$ cat src/rtl/pipeline2d_unpack.sv
// Unpacks one NUM_ELEMS-wide vector beat into a scalar element stream, index 0 first,
// flagging the final element so the next beat can follow with no bubble.
module pipeline2d_unpack #(
  parameter int unsigned ELEM_WIDTH = 32,
  parameter int unsigned NUM_ELEMS  = 32,
  parameter int unsigned CNT_WIDTH  = $clog2(NUM_ELEMS + 1)
) (
  input  logic                                 clk,
  input  logic                                 rst,
  input  logic [NUM_ELEMS-1:0][ELEM_WIDTH-1:0] data_in,
  input  logic [CNT_WIDTH-1:0]                 data_in_cnt,
  input  logic                                 data_in_val,
  output logic                                 data_in_rdy,
  output logic [ELEM_WIDTH-1:0]                elem_out,
  output logic [CNT_WIDTH-1:0]                 elem_out_idx,
  output logic                                 elem_out_last,
  output logic                                 elem_out_val,
  input  logic                                 elem_out_rdy,
  output logic                                 busy
);

  localparam int unsigned IDX_W = $clog2(NUM_ELEMS);

  typedef enum logic {
    IDLE  = 1'b0,
    DRAIN = 1'b1
  } state_e;

  state_e                               state_q, state_d;
  logic [CNT_WIDTH-1:0]                 idx_q, idx_d;
  logic [CNT_WIDTH-1:0]                 cnt_q, cnt_d;
  logic [NUM_ELEMS-1:0][ELEM_WIDTH-1:0] hold_q;

  logic                 active_c;
  logic                 last_c;
  logic                 xfer_c;
  logic                 accept_c;
  logic                 load_c;
  logic [CNT_WIDTH-1:0] sat_cnt_c;

  // Handshake terms; input ready depends only on held state and the consumer's ready
  assign active_c  = (state_q == DRAIN);
  assign last_c    = (idx_q == cnt_q - CNT_WIDTH'(1));
  assign xfer_c    = active_c & elem_out_rdy;
  assign accept_c  = data_in_val & data_in_rdy;
  assign load_c    = accept_c & (data_in_cnt != '0);
  assign sat_cnt_c = (data_in_cnt > CNT_WIDTH'(NUM_ELEMS)) ? CNT_WIDTH'(NUM_ELEMS) : data_in_cnt;

  assign data_in_rdy   = ~active_c | (elem_out_rdy & last_c);
  assign elem_out      = hold_q[IDX_W'(idx_q)];
  assign elem_out_idx  = idx_q;
  assign elem_out_last = active_c & last_c;
  assign elem_out_val  = active_c;
  assign busy          = active_c;

  // State register and beat buffer
  always_ff @(posedge clk) begin
    if (rst) begin
      state_q <= IDLE;
      idx_q   <= '0;
      cnt_q   <= '0;
      hold_q  <= '0;
    end else begin
      state_q <= state_d;
      idx_q   <= idx_d;
      cnt_q   <= cnt_d;
      if (load_c) begin
        hold_q <= data_in;
      end
    end
  end

  // Next-state: zero-count beats are swallowed without leaving or entering DRAIN
  always_comb begin
    state_d = state_q;
    idx_d   = idx_q;
    cnt_d   = cnt_q;
    unique case (state_q)
      IDLE: begin
        if (load_c) begin
          state_d = DRAIN;
          idx_d   = '0;
          cnt_d   = sat_cnt_c;
        end
      end
      DRAIN: begin
        if (xfer_c) begin
          if (!last_c) begin
            idx_d = idx_q + CNT_WIDTH'(1);
          end else if (load_c) begin
            idx_d = '0;
            cnt_d = sat_cnt_c;
          end else begin
            state_d = IDLE;
            idx_d   = '0;
          end
        end
      end
      default: begin
        state_d = IDLE;
      end
    endcase
  end

endmodule

$ cat config.mk
export PLATFORM = sky130hd
export DESIGN_NAME = pipeline2d_unpack
export DESIGN_NICKNAME = d
export VERILOG_FILES = /design/src/rtl/pipeline2d_unpack.sv
export SDC_FILE = /design/constraint.sdc
export NUM_CORES = 2
export LEC_CHECK = 0
export CAP_MARGIN = 25
export CORE_AREA = 2 2 424 426
export CTS_CLUSTER_SIZE = 10
export DETAILED_ROUTE_END_ITERATION = 6
export DIE_AREA = 0 0 426 428
export HOLD_SLACK_MARGIN = 0.1
export PLACE_DENSITY = 0.47
export SYNTH_ARGS = -nofsm -noshare
export SYNTH_HDL_FRONTEND = slang
export SYNTH_SLANG_ARGS = --single-unit
$ cat constraint.sdc
create_clock -name clk -period 3.7 [get_ports clk]
set_input_delay 0.555 -clock clk [delete_from_list [all_inputs] [get_ports clk]]
set_output_delay 0.555 -clock clk [all_outputs]
set_load 0.01 [all_outputs]
---- Word level (Yosys, flattened, before mapping) ----
Index checks and enable logic that the tools add are counted.
word-level totals
  flip-flop bits (word level) ............. 1037
  output and inout port bits .............. 42
  word-level logic and storage cells ...... 68
  input port bits ......................... 1034
cells by class
  equal/unequal tests ..................... 4
  order comparisons ....................... 2
  bitwise gates (word level) .............. 7
  muxes and demuxes ....................... 15
  reduce and logical (&&, ||, !) cells .... 3
  $add $sub $neg .......................... 2
operators with widths
  operator             number
  $bmux 32 s5          1
  $mux 6               7
  $mux 32              1
  $pmux 6 s2           2
  $add 6x1->6 const B  1
  $eq 6x6->1           1
  $gt 6x6->1 const B   1
  $lt 5x6->1 const B   1
  $reduce_bool 6->1    1
  $sub 6x1->6 const B  1
  $and 1x1->1          5
  $ne 2x1->1 const B   2
  $reduce_and 2->1     2
  $mux 1               3
  $ne 2x2->1 const B   1
  $pmux 1 s2           1
  $not 1->1            1
  $or 1x1->1           1

---- Depth between registers and ports, before layout ----
  word-level depth ........................ 10
  depth in mapped cells ................... 12
  mapped depth without buffers ............ 7

---- Worst setup path after synthesis ----
No wires, ideal clock.
  path type ............................... register to output
  start point ............................. register idx_q[0] (netlist: elem_out_idx[0])
  end point ............................... output port elem_out[0]
  cell stages (with the launch flop) ...... 7
  arrival time ............................ 2.746 ns
  path slack .............................. 0.399 ns
  buffers on the path ..................... 3
  required time ........................... 3.145 ns
  path through ............................ dfxtp_1 buf_2 buf_1 buf_1 mux4_2 mux4_2 mux2_2
on the way
  longest elaborated chain between the ends .. 2
ends and longest elaborated chain
  element                        RTL line  RTL
  start: declaration             30        logic [CNT_WIDTH-1:0] idx_q, idx_d;
  start signal: assignment       65        idx_q <= idx_d;
  $bmux 32 s5                    50        assign elem_out = hold_q[IDX_W'(idx_q)];
  $mux 32 (not written as such)  50
  end: declaration               14        output logic [ELEM_WIDTH-1:0] elem_out,
No other way between the ends. The select of a mux whose other input is x is not followed.

---- Worst setup path after layout ----
  start point ............................. register idx_q[0] (netlist: elem_out_idx[0])
  end point ............................... output port elem_out[9]
The elaborated chain is that of the path after synthesis.

==> metrics.yaml <==
crit_fanout: 7
arrival_ns: 3.43
synth_adder_area_share_pct: 0.0510
cts_buffer_depth: 3
failed_checks: "negative setup slack"
maxCapViolCount: 0
syn_area_mm2: 0.0490
viasPerCell: 4.94
fill_cells: 17700
path_depth: 9
p_comb_share_pct: 16.6
cp_cell_sequence: "buf_12 -> buf_16 -> buf_12 -> buf_12 -> buf_16 -> mux4_2 -> mux4_2 -> mux2_4 -> buf_8"
die_w_um: 426
avgRoutedWirePerCell_um: 30.2
finalClockSkew_ns: 0.0356
root_buffer: "clkbuf_16"
synth.area.top_cells: "dfxtp_1 (42%), mux2i_1 (21%), nand2_1 (16%)"
cp.required_ns: 3.14
p_leak_nw: 26.8
drtIter0Drc: 3926
post-route-drc-count: 0
yosys.area_share.simple_pct: 16.0
antenna_found_initial: 116
fmax_ghz: 0.251
synth_top_area_share_pct: 42.3
fp-row-count: 155
crit_buf_inv: 6
hold_viol: 0
setup_viol: 32
p_switching_w: 0.00834
routed_wl_um: 257000
synth_xor_area_share_pct: 0.143
clock-sinks: 1037
worst_slew_pin_slew_ns: 0.975
yosysUniqueCellTypes: 36
cts_max_level: 4
grt_pass1_wl_um: 344000
critPathKind: "reg -> out"
postRouteAntennaNets: 0
clk_pin_slew_ns: 0.06
grt_overflow_total: 0
end_kind: "output pin"
dp_hpwl_um: 208000
io_buffer_count: 1075
gp_congestion: 0.992
seqPwrFrac_pct: 41.9
dieArea_mm2: 0.182
io_pins: 1076
worstHoldPathCells: 3
min_path_type: "in -> reg"
fin_nets: 7104
dieHeight_um: 428
cpMostUsedCell: "buf_12"
synth_top_family_by_area: "multiplexers"
internal_power_w: 0.0215
switching_share_pct: 27.9
yosys-mux-area-fraction_pct: 36.4
r2r_cells: 12
finish.utilization_pct: 38.7
synth_compound_area_share_pct: 0.643
start_util_pct: 27.6
max-vdd-ir-drop_v: 0.000275
ys_ff_latch: 1037
slowest_delay_ns: 0.59
slew_viol_final: 0
final_cells: 8521
post-route-min-period_ns: 3.98
slew_headroom_pct: 35.0
first_global_vias: 41700
dp_cells: 8197
area_delta_synth_final_pct: 40.1
power_frac_clock_pct: 41.5
place_ws_ns: 0.139
drt-pass1-iter-count: 5
power.density_mw_per_mm2: 435
dr_total_vias: 42100
yosysTopAreaCell: "dfxtp_1"
yosysSeqAreaShare_pct: 42.3
clkLatencyLatePin_ns: 0.78
syn_area_per_cell_um2: 9.84
cts_made_buffers: 132
cts_hold_buf: 0
grt_max_degree: 91
grt_usage_pct: 27.3
ys_warn_count: 0
critPathTopFamily: "multiplexers"
drive_gt1_share_pct: 14.3
outcome: "finished with violations"
coreArea_mm2: 0.178
synthesis.nets: 6022
fin_ws_ns: -0.280
startpoint_type: "register"
syn-instance-count: 4986
slowest_stage: "mux4_2"
fin_crit_sh_pct: 108
tritoncts: "done"
rsz0062_at_grt: "yes"
[cell usage in the layout, fill, tap and decap left out, drive strengths merged, types with 2 or more instances in the layout]
cell              n
nor3              3
a21oi            11
bufinv            2
clkbuf          177
a31oi             3
clkinv           18
bufbuf            2
o2111ai           9
nor2              6
o21ai             2
and3              6
dfxtp          1037
ha                2
diode            29
clkinvlp          2
mux4            320
xnor2             4
mux2             33
o221ai            5
nand2          2062
mux2i          1024
xor2              4
buf             329
clkdlybuf4s50  1041
o211ai            7
inv              14
nand3             2
[stage by stage]
step | hold WS, ns | instance area (um2) | total power (W) | TNS [ns]
floorplan | 0.432 | 49000 | 0.0147 | 0
global placement | 0.439 | 63100 | 0.0175 | 0
detailed placement | 0.445 | 63100 | 0.0175 | 0
CTS | 0.288 | 68600 | 0.0300 | -7.80
global route | 0.327 | 68700 | 0.0308 | -7.35
finish | 0.342 | 68700 | 0.0299 | -5.07
[cell usage after synthesis (all sizes together)]
library cell,number
nand2,2062
a31oi,3
o41ai,1
a21oi,11
and3,6
nor2,6
o21bai,1
nand3,2
nor3,3
or2,1
o21ai,2
o2111ai,9
or3,1
buf,151
o211ai,7
or4,1
o2bb2ai,1
o31ai,1
mux2i,1024
o221ai,5
mux4,320
xor2,4
nand2b,1
nor3b,1
mux2,33
a32o,1
ha,2
xnor2,4
nor4,1
dfxtp,1037
clkbuf,275
inv,9
[final timing paths]
check,from,end,slack (ns)
setup / recovery,elem_out_idx[0]$_SDFFE_PP0P_,elem_out[9],-0.28
hold / removal,data_in[583],hold_q[583]$_SDFFE_PP0P_,0.34
setup reg to reg,elem_out_idx[0]$_SDFFE_PP0P_,hold_q[565]$_SDFFE_PP0P_,0.34
hold reg to reg,hold_q[973]$_SDFFE_PP0P_,hold_q[973]$_SDFFE_PP0P_,0.45
[routing by layer]
metal | routed length (um) | global-route usage (%) | up-vias
li1 | - | - | 19100
met4 | 12800 | 12.9 | 74
met3 | 19600 | 6.80 | 446
met5 | 473 | 0 | -
met1 | 110000 | 36.1 | 20800
met2 | 114000 | 41.6 | 1610
[cells by family after synthesis]
logic type | after synthesis
and+or+nand+nor | 2085
muxes | 1377
DFF | 1037
buffers and inverters | 435
AOI/OAI and AO/OA | 42
xor gates and xnor gates | 8
adders and majority gates | 2
[flip-flops by register name (all words and copies together) (netlist names)]
| signal | count |
|---|---|
| elem_out_idx | 6 |
| busy | 1 |
| hold_q | 1024 |
| cnt_q | 6 |
[worst reg2reg max path, cell delays in order (launching register included)]
cell	delay, ns
dfxtp_4	0.35
buf_4	0.14
buf_12	0.13
buf_4	0.13
buf_4	0.15
xor2_1	0.13
o211ai_1	0.10
or3_4	0.46
o41ai_2	0.57
buf_4	0.32
buf_12	0.26
buf_12	0.30
mux2i_1	0.27
[power by group through the flow]
stage	Clock, W	Combinational [W]	Sequential (W)
after floorplan	0	0.00232	0.0124
after global placement	0	0.00471	0.0128
after detailed placement	0	0.00475	0.0127
after CTS	0.0126	0.00495	0.0125
after global routing	0.0130	0.00518	0.0126
final	0.0124	0.00494	0.0125
[area by class of cell]
class,instances,area [um2],share of cell area (%)
sequential,1037,20800,30.2
inverter,9,41.3,0.0601
antenna,29,72.6,0.106
clock inverter,27,372,0.541
multi-input combinational,3514,26200,38.2
timing repair buffer,1374,14600,21.3
tap,2355,2950,4.29
clock buffer,176,3660,5.33
[repair_timing]
action                     CTS  global route
setup endpoints to repair   34            33
cloned                      13             0
gates resized for setup    222            26
buffers inserted            63            23
Power figures use the tool's default switching activity.
